## src/rtl/crc_misr_sched.sv

```systemverilog
// Session scheduler for the 32-bit CRC/MISR signature: round-robin grant, seed, compact, check.
// Optional: define MISR_INVERT_EN for the inverted-NOR register form of the signature update.
module crc_misr_sched #(
  parameter int          LEN_W = 16,
  parameter logic [31:0] POLY  = 32'h0000_8409
) (
  input  logic               CK,
  input  logic               RESET,
  input  logic [1:0]         req_valid,
  input  logic [2*LEN_W-1:0] req_len,
  input  logic [31:0]        cfg_seed,
  input  logic [31:0]        gold,
  input  logic [31:0]        din0,
  input  logic [31:0]        din1,
  input  logic [1:0]         din_valid,
  output logic [1:0]         din_ready,
  output logic [1:0]         gnt,
  output logic               busy,
  output logic [31:0]        sig,
  output logic               done,
  output logic               done_id,
  output logic               pass
);

  typedef enum logic [1:0] {IDLE, RUN, CHECK} state_t;

  state_t             state_q, state_d;
  logic [31:0]        sig_q, sig_d;
  logic [LEN_W-1:0]   cnt_q, cnt_d;
  logic [LEN_W-1:0]   len_q, len_d;
  logic               gidx_q, gidx_d;
  logic               last_q, last_d;
  logic               done_id_q, done_id_d;
  logic               pass_q, pass_d;

  logic               pick;
  logic [31:0]        din_g;
  logic               fb;
  logic [31:0]        sh;
  logic [31:0]        misr_next;

  // Bit 0 of the feedback mask is forced: the MSB always wraps into bit 0.
  always_comb begin
    din_g = gidx_q ? din1 : din0;
    fb    = sig_q[31];
    sh    = {sig_q[30:0], 1'b0} ^ ({32{fb}} & {POLY[31:1], 1'b1});
`ifdef MISR_INVERT_EN
    misr_next = ~(sh ^ din_g);
`else
    misr_next = sh ^ din_g;
`endif
    pick = req_valid[0] ? (req_valid[1] & ~last_q) : 1'b1;
  end

  // NOTE: every always_comb target gets a default first so no path leaves it unassigned (no latches).
  always_comb begin
    state_d   = state_q;
    sig_d     = sig_q;
    cnt_d     = cnt_q;
    len_d     = len_q;
    gidx_d    = gidx_q;
    last_d    = last_q;
    done_id_d = done_id_q;
    pass_d    = pass_q;
    gnt       = 2'b00;
    din_ready = 2'b00;
    done      = 1'b0;
    unique case (state_q)
      IDLE: begin
        if (|req_valid) begin
          gidx_d  = pick;
          sig_d   = cfg_seed;
          cnt_d   = '0;
          len_d   = pick ? req_len[2*LEN_W-1:LEN_W] : req_len[LEN_W-1:0];
          state_d = (len_d != '0) ? RUN : CHECK;
        end
      end
      RUN: begin
        gnt[gidx_q]       = 1'b1;
        din_ready[gidx_q] = 1'b1;
        if (din_valid[gidx_q]) begin
          sig_d = misr_next;
          cnt_d = cnt_q + LEN_W'(1);
          if (cnt_q == len_q - LEN_W'(1)) state_d = CHECK;
        end
      end
      CHECK: begin
        done      = 1'b1;
        pass_d    = (sig_q == gold);
        done_id_d = gidx_q;
        last_d    = gidx_q;
        state_d   = IDLE;
      end
      default: state_d = IDLE;
    endcase
  end

  // NOTE: sequential state uses non-blocking assignments so all registers update together.
  // last_q resets to 1 so that requester 0 wins the first contested grant.
  always_ff @(posedge CK or posedge RESET) begin
    if (RESET) begin
      state_q   <= IDLE;
      sig_q     <= '0;
      cnt_q     <= '0;
      len_q     <= '0;
      gidx_q    <= 1'b0;
      last_q    <= 1'b1;
      done_id_q <= 1'b0;
      pass_q    <= 1'b0;
    end else begin
      state_q   <= state_d;
      sig_q     <= sig_d;
      cnt_q     <= cnt_d;
      len_q     <= len_d;
      gidx_q    <= gidx_d;
      last_q    <= last_d;
      done_id_q <= done_id_d;
      pass_q    <= pass_d;
    end
  end

  assign busy    = (state_q != IDLE);
  assign sig     = sig_q;
  assign done_id = done_id_q;
  assign pass    = pass_q;

endmodule

```

## config.mk

```make
export PLATFORM = sky130hd
export DESIGN_NAME = crc_misr_sched
export DESIGN_NICKNAME = d
export VERILOG_FILES = /design/src/rtl/crc_misr_sched.sv
export SDC_FILE = /design/constraint.sdc
export NUM_CORES = 1
export LEC_CHECK = 0
export ABC_AREA = 0
export CORE_UTILIZATION = 39
export DETAILED_ROUTE_END_ITERATION = 10
export GPL_ROUTABILITY_DRIVEN = 0
export PLACE_DENSITY = 0.77
export SLEW_MARGIN = 40
export SYNTH_ARGS = -nofsm -noshare
export SYNTH_HDL_FRONTEND = slang
export SYNTH_SLANG_ARGS = --single-unit
```

## constraint.sdc

```tcl
create_clock -name CK -period 2.55 [get_ports CK]
set_input_delay 0.51 -clock CK [delete_from_list [all_inputs] [get_ports CK]]
set_output_delay 0.51 -clock CK [all_outputs]
set_load 0.02 [all_outputs]
```

* Yosys cells after proc, flatten, opt, wreduce, memory -nomap -nowiden
Cells that the tools add are included.
** Storage, ports and cells
- Logic and storage cells :: 52
- Output and inout port bits :: 40
- Input port bits :: 166
- Register bits after elaboration :: 70
** Operators by class
- Order comparisons :: 2
- Eq/ne operators :: 7
- $add $sub $neg :: 2
- Bitwise gates (word level) :: 4
- Muxes and demuxes :: 20
- Reductions and logical operators :: 9
** Operator list (count)
- $mux W32 :: 3
- $pmux W32 S2 :: 1
- $mux W16 :: 3
- $eq A32 B32 Y1 :: 1
- $pmux W16 S2 :: 1
- $xor A32 B16 Y32 :: 1
- $xor A32 B32 Y32 :: 1
- $add A16 B1 Y16 const B :: 1
- $eq A16 B16 Y1 :: 1
- $reduce_bool A16 Y1 :: 1
- $sub A16 B1 Y16 const B :: 1
- $mux W2 :: 5
- $ne A2 B2 Y1 const B :: 3
- $reduce_and A3 Y1 :: 2
- $mux W1 :: 5
- $pmux W2 S2 :: 1
- $reduce_bool A2 Y1 :: 2
- $eq A2 B1 Y1 const B :: 1
- $eq A2 B2 Y1 const B :: 1
- $logic_not A2 Y1 :: 1
- $lt A1 B2 Y1 const B :: 1
- $reduce_and A2 Y1 :: 1
- $reduce_or A2 Y1 :: 1
- $and A1 B1 Y1 :: 1
- 4 further kinds :: 4

* Depth between registers and ports, before layout
Gate-level depths: netlist of run 1.
- Word-level depth :: 8
- Gate-level depth with buffers :: 10
- Gate-level depth less buffers :: 9

* Worst setup path after synthesis of run 1
No wires, ideal clock.
- Path type :: register -> register
- Start :: register len_q[0]
- End :: register state_q[0]
- Cell stages (with the launch flop) :: 11
- Clock period less this slack :: 2.365 ns
- Path slack :: 0.185 ns
- Required time :: 2.432 ns
- Setup time :: 0.118 ns
- Buffers on the path :: 1
- Arrival :: 2.247 ns
- Path through :: dfrtp_1 -> inv_1 -> ha_1 -> clkbuf_2 -> or4b_1 -> nor3b_2 -> xor2_1 -> o221a_2 -> o21ai_1 -> nand4_1 -> a21o_1
** Between the ends
- Cells in the longest elaborated chain, start to end :: 4
** RTL lines
- start, declared :: RTL line 30 : logic [LEN_W-1:0] len_q, len_d;
- start signal, assigned :: RTL line 114 : len_q <= len_d;
- $sub A16 B1 Y16 :: RTL line 84 : if (cnt_q == len_q - LEN_W'(1)) state_d = CHECK;
- $eq A16 B16 Y1 :: RTL line 84
- $ne A2 B2 Y1 (no line)
- $reduce_and A3 Y1 (no line)
- end signal, assigned :: RTL line 111 : state_q <= state_d;
- end, declared :: RTL line 27 : state_t state_q, state_d;
Every way passes these cells.
A chain may end at the register's enable or synchronous reset.

* Worst setup path in the final report of run 1
- Start :: register len_q[5]
- End :: register state_q[1]
The elaborated chain is that of the path after synthesis.

==> impl_metrics.json, run 1 <==
{
  "outcome": "finished clean",
  "synth_cells": 559,
  "syn_nets": 727,
  "filler_cell_count": 1013,
  "design.core.area_um2": 12100,
  "dp_hpwl_mm": 12.6,
  "ir_drop_mv": 0.515,
  "required_ns": 2.81,
  "dr.pass1.iters": 4,
  "dpl.cell_count": 915,
  "synthFlopType": "dfrtp_1",
  "layout_common_cells": "clkdlybuf4s50_1 (205), nor2_1 (74), dfrtp_1 (68)",
  "hold_buffers": 0,
  "fmax_ghz": 0.419,
  "die_y_um": 113,
  "routed_wl_mm": 15.6,
  "route.antenna.remaining_nets": 0,
  "cp_max_fo": 7,
  "skew_ns": 0.0102,
  "ys_seq_area_frac": 0.362,
  "worstPathCellList": "nor4_4, nand4_2, or3_1, a2111oi_2, nand4_1, a211oi_2",
  "p_per_area_nw_per_um2": 1020,
  "worst_path_max_delay_cell": "dfrtp_1",
  "vias": 4823,
  "fp.dieW_um": 113,
  "num_rows": 40,
  "clkSlewWorstSetupHoldPaths_ns": 0.06,
  "critical_path_class": "reg2reg",
  "ys_ff_latch": 70,
  "cts.path.max_buffers": 2,
  "grt_max_degree": 66,
  "report.final.slew_viol_count": 0,
  "ys_warn_count": 0,
  "async_flop_share": 1.00,
  "layout.cells.non_filler": 932,
  "mostFrequentLayoutCell": "clkdlybuf4s50_1",
  "hold_viol_final": 0,
  "end_kind": "register",
  "cts_max_level": 3,
  "num_antenna_cells": 0,
  "p_clk_frac": 0.171,
  "slowest_delay_ns": 0.49,
  "setup_tns_ns": 0,
  "root_buffer": "clkbuf_16",
  "p_comb_frac": 0.515,
  "netSwitchingFraction": 0.434,
  "cp_top_family": "simple AND/OR/NAND/NOR gates",
  "stdcell_area_um2": 7430,
  "setup_viol": 0,
  "clock_sinks": 70,
  "num_io_pins": 206,
  "area_growth_pct": 53.5,
  "wl_per_cell_um": 16.7,
  "fin_crit_ns": 2.38,
  "initial_core_util": 0.401,
  "antenna_found_initial": 0,
  "syn_area_per_cell_um2": 8.66,
  "drt_iter0_markers": 235,
  "synth_edf_count": 0,
  "synth_area_um2": 4840,
  "gr-total-overflow": 0,
  "grt_pass1_wl_mm": 24.6,
  "synth_cell_types": 53,
  "holdCritPathClass": "reg2reg",
  "cts_inserted_buffers": 9,
  "slew_headroom": 0.571,
  "arrival_ns": 2.64,
  "max_cap_violations": 0,
  "startpoint_type": "register",
  "drc": 0,
  "cts_tree": "built",
  "design.die.area_um2": 12900,
  "worst_slew_pin_slew_ns": 0.644,
  "vias_per_cell": 5.17,
  "drive_above_1_share": 0.0681,
  "port_buffers": 205,
  "p_leak_nw": 3.19,
  "clock_latency_ns": 0.35,
  "cell_internal_pwr_mw": 4.30,
  "pwr-share-seq": 0.315,
  "place_area_um2": 7100,
  "cp.buffers_inverters": 0,
  "finalNetCount": 927,
  "grt_pass1_vias": 4798,
  "switching_power_mw": 3.29,
  "period_share": 0.935,
  "grt_usage": 0.250,
  "rsz0062_at_grt": "false"
}
[logic make-up (layout without fill, tap and decap cells)]
group,count (synthesis),in the layout,synth area share
AOI/OAI and AO/OA,110,110,0.128
xor gates and xnor gates,95,95,0.172
adders and majority gates,2,2,0.00517
buffers and inverters,38,243,0.0339
DFF,70,70,0.362
muxes,53,53,0.110
and+or+nand+nor,191,191,0.189
[metal layers]
layer	routed length (um)	global-route usage	vias up
met5	0	0	-
met4	451	0.104	0
met3	988	0.0600	26
met2	8270	0.461	172
met1	5890	0.274	2287
li1	-	-	2338
[worst reg2reg max path: stages (launching register included)]
cell	delay, ns
dfrtp_1	0.49
nor4_4	0.44
nand4_2	0.14
or3_1	0.40
a2111oi_2	0.39
nand4_1	0.20
a211oi_2	0.25
[final cells by class]
class	instances	area, um^2	share of cell area
clock buffers	9	225	0.0303
repair buffers	221	2180	0.294
well taps	168	210	0.0283
clock inverters	7	80.1	0.0108
flip-flops and latches	70	1750	0.236
inverters	6	22.5	0.00303
multi-input cells	451	2950	0.397
[flip-flops by register name, summed over array words and instances (netlist names)]
signal	flops
last_q	1
gidx_q	1
done_id	1
sig	32
pass	1
cnt_q	16
state_q	2
len_q	16
[cell usage after synthesis (2+ instances only)]
cell | count | area (um^2)
buf_1 | 10 | 37.5
nand4_1 | 14 | 87.6
nor3_1 | 6 | 30.0
xor2_1 | 59 | 517
nor2b_1 | 5 | 31.3
xnor2_1 | 36 | 315
ha_1 | 2 | 25.0
nand2b_1 | 5 | 31.3
nand2_1 | 48 | 180
nand3_1 | 8 | 40.0
mux2_2 | 2 | 22.5
clkbuf_1 | 16 | 60.1
inv_1 | 6 | 22.5
a22o_1 | 2 | 17.5
nor2_1 | 75 | 282
mux2i_1 | 51 | 510
or3_1 | 4 | 25.0
a21oi_1 | 51 | 255
dfrtp_1 | 69 | 1730
and3_1 | 2 | 12.5
nor4_1 | 13 | 81.3
buf_4 | 3 | 22.5
o21ai_0 | 42 | 210
[metrics by stage]
stage	power [mW]	hold WS, ns	setup WS (ns)	util
final	7.59	0.491	0.165	0.616
after CTS	7.61	0.492	0.0700	0.614
after detailed placement	6.30	0.482	0.0276	0.588
after floorplan	4.75	0.437	0.185	-
after global routing	8.12	0.523	0.0244	0.616
after global placement	6.15	0.459	0.157	0.588
[power by group through the flow]
stage | registers [mW] | logic (mW) | clock network [mW]
after CTS | 2.39 | 3.92 | 1.31
after global placement | 2.37 | 3.78 | 0
final | 2.39 | 3.90 | 1.30
after detailed placement | 2.39 | 3.91 | 0
after floorplan | 2.41 | 2.34 | 0
after global routing | 2.47 | 4.29 | 1.36
[timing repair]
item / 4_1_cts / 5_1_grt
setup buffers: 0 / 1
endpoints found under the setup margin: 0 / 4
resized for setup: 0 / 4
[path summary, 6_finish.rpt]
path,start,to,slack (ns),depth (start not counted)
max,len_q[5],state_q[1],0.17,6
min,last_q,last_q,0.49,2
max reg2reg,len_q[5],state_q[1],0.17,6
min reg2reg,last_q,last_q,0.49,2
max in group asynchronous,RESET,len_q[7],1.44,3
min in group asynchronous,RESET,sig[22],0.51,2
(Power assumes the default switching activity.)
==> run 2, diff against run 1 <==
ABC_AREA = 1   (was 0)
CORE_UTILIZATION = 41   (was 39)
CTS_BUF_LIST = sky130_fd_sc_hd__clkbuf_4   (was default)
PLACE_DENSITY = 0.79   (was 0.77)
==> run 2 against run 1 <==
Synthesized cell count rose by 28%. Critical path type is now reg2out. Highest routed layer unchanged. Combinational power fell by 30%. Final area rose by 2.3%. Via count rose by 15%.
==> impl_metrics.json, run 2 <==
{
  "outcome": "finished clean",
  "fmax_ghz": 0.421,
  "syn_area_per_cell_um2": 7.38,
  "synthFlopType": "dfrtp_1",
  "vias": 5552,
  "max_cap_violations": 0,
  "cts_setup_buffers": 0,
  "yosys.area_share.simple": 0.269,
  "wl_per_cell_um": 15.7,
  "arrival_ns": 1.87,
  "fin_crit_ns": 2.38,
  "clock_latency_ns": 0.45,
  "synth_area_leaders": "dfrtp_1 (33%), nand2_1 (14%), xor2_1 (9.0%)",
  "root_buffer": "clkbuf_4",
  "gr-total-overflow": 0,
  "period_share": 0.931,
  "vias_per_cell": 5.09,
  "fin_total_pwr_mw": 5.23,
  "synthMuxAreaShare": 0.0551,
  "port_buffers": 205,
  "filler_cell_count": 1158,
  "synth_area_um2": 5270,
  "clkSlewWorstSetupHoldPaths_ns": 0.14,
  "drive_above_1_share": 0.0664,
  "skew_ns": 0.0212,
  "ir_drop_mv": 0.547,
  "yosysMostFrequentCell": "nand2_1",
  "hold_ws_ns": 0.365,
  "layout.cells.non_filler": 1091,
  "cts.path.max_buffers": 2,
  "cp_max_fo": 4,
  "synth_top_family_by_area": "simple AND/OR/NAND/NOR gates",
  "cts_tree": "built",
  "grt_pass1_wl_mm": 27.3,
  "end_kind": "output port",
  "reg2reg_slack_ns": 0.37,
  "synth_cells": 714,
  "synth_edf_count": 0,
  "grt_max_degree": 45,
  "r2r_cells": 7,
  "ys_warn_count": 0,
  "largest_register_ffs": 32,
  "rsz0062_at_grt": "false",
  "dp_hpwl_mm": 13.5,
  "setup_tns_ns": 0,
  "finalNetCount": 1082,
  "dr.pass1.iters": 5,
  "slew_headroom": 0.606,
  "async_flop_share": 1.00,
  "design.core.area_um2": 12600,
  "synth_cell_types": 46,
  "clock_sinks": 70,
  "num_antenna_cells": 0,
  "synthAdderAreaFrac": 0.00475,
  "mostFrequentLayoutCell": "clkdlybuf4s50_1",
  "required_ns": 2.04,
  "synth_compound_area_frac": 0.148,
  "cts_inserted_buffers": 9,
  "hold_viol_final": 0,
  "post-synth-top-area-fraction": 0.328,
  "initial_core_util": 0.419,
  "grt_pass1_vias": 5567,
  "die_y_um": 115,
  "worstReg2RegEnd": "sig[16]",
  "antenna_found_initial": 0,
  "design.die.area_um2": 13300,
  "fp.dieW_um": 115,
  "setup_viol": 0,
  "layout_common_cells": "clkdlybuf4s50_1 (201), nand2_1 (198), inv_1 (69)",
  "p_per_area_nw_per_um2": 688,
  "route.antenna.remaining_nets": 0,
  "num_rows": 41,
  "routed_wl_mm": 17.1,
  "synthXorXnorAreaFrac": 0.105,
  "dpl.cell_count": 1075,
  "reg2reg_from": "state_q[1]",
  "syn_nets": 882,
  "grt_usage": 0.270,
  "ys_seq_area_frac": 0.333,
  "cts_max_level": 3,
  "report.final.slew_viol_count": 0,
  "yosys.area.top_type": "dfrtp_1",
  "startpoint_type": "register",
  "critical_path_class": "reg2out",
  "drt_iter0_markers": 359,
  "ys_ff_latch": 70,
  "p_leak_nw": 3.60,
  "worst_slew_pin_slew_ns": 0.591,
  "synthTopCellsByCount": "nand2_1 (198), inv_1 (70), dfrtp_1 (69), nor2_1 (55), xor2_1 (54)",
  "drc": 0,
  "holdCritPathClass": "in2async",
  "area_growth_pct": 44.3,
  "num_io_pins": 206
}
[run 2: cell types whose count changed in the layout (fill, tap and decap cells not counted), moves of 10 or more]
| cell | delta |
|---|---|
| nand2_1 | +150 |
| inv_1 | +64 |
| a22oi_1 | +28 |
| xnor2_1 | -27 |
| mux2i_1 | -22 |
| nor2_1 | -20 |
| a21oi_1 | -11 |
| a31oi_1 | +10 |
| clkbuf_4 | +10 |
| nor4_1 | -10 |
| o21ai_0 | -10 |
[run 2: layout make-up]
cell class	count	area (um^2)	area share
clock buffers	10	75.1	0.00988
clock inverters	6	62.6	0.00823
inverters	76	288	0.0379
multi-input cells	541	3070	0.405
flip-flops and latches	70	1750	0.231
well taps	172	215	0.0283
repair buffers	216	2130	0.280
[run 2: critical path: stages (launching register included)]
cell	delay, ns
dfrtp_1	0.42
inv_2	0.11
nand2_1	0.10
inv_1	0.15
clkdlybuf4s50_1	0.63
[run 2: what timing repair did]
item                       in CTS  in global routing
setup endpoints to repair       4                  0
resized for setup               5                  0
hold buffers                    0                  0
[run 2: worst max-delay path by stage]
stage / start / cells past startpoint / slack (ns) / endpoint
after floorplan: RESET / 1 / 0.27 / cnt_q[0]
after global placement: req_valid[1] / 13 / 0.30 / state_q[0]
after detailed placement: req_valid[0] / 7 / 0.26 / sig[16]
after CTS: state_q[0] / 4 / 0.15 / done
after global routing: state_q[0] / 4 / 0.08 / done
final: state_q[0] / 4 / 0.17 / done
[run 2: through the flow]
stage               instance area, um^2  setup WS [ns]  utilization
finish                             7600          0.175        0.605
global route                       7600         0.0840        0.605
CTS                                7600          0.145        0.605
detailed placement                 7460          0.261        0.594
global placement                   7460          0.298        0.594
floorplan                          5270          0.273            -
[run 2: power breakdown]
| group | internal, mW | leakage, nW | switching [mW] |
|---|---|---|---|
| Sequential | 1.42 | 0.814 | 0.338 |
| Combinational | 1.25 | 2.72 | 1.47 |
| Clock | 0.306 | 0.0700 | 0.449 |
[run 2: kinds of logic after synthesis]
group | after synthesis
flip-flops | 70
AND/OR/NAND/NOR | 319
XOR/XNOR | 63
AO/OA/AOI/OAI | 128
adder cells (fa/ha/maj) | 2
buffers and inverters | 103
multiplexers | 29
[run 2: routing by layer]
layer,routed length [um],GRT usage
met5,0,0
met4,869,0.147
met3,1180,0.0680
met2,8500,0.469
met1,6540,0.302
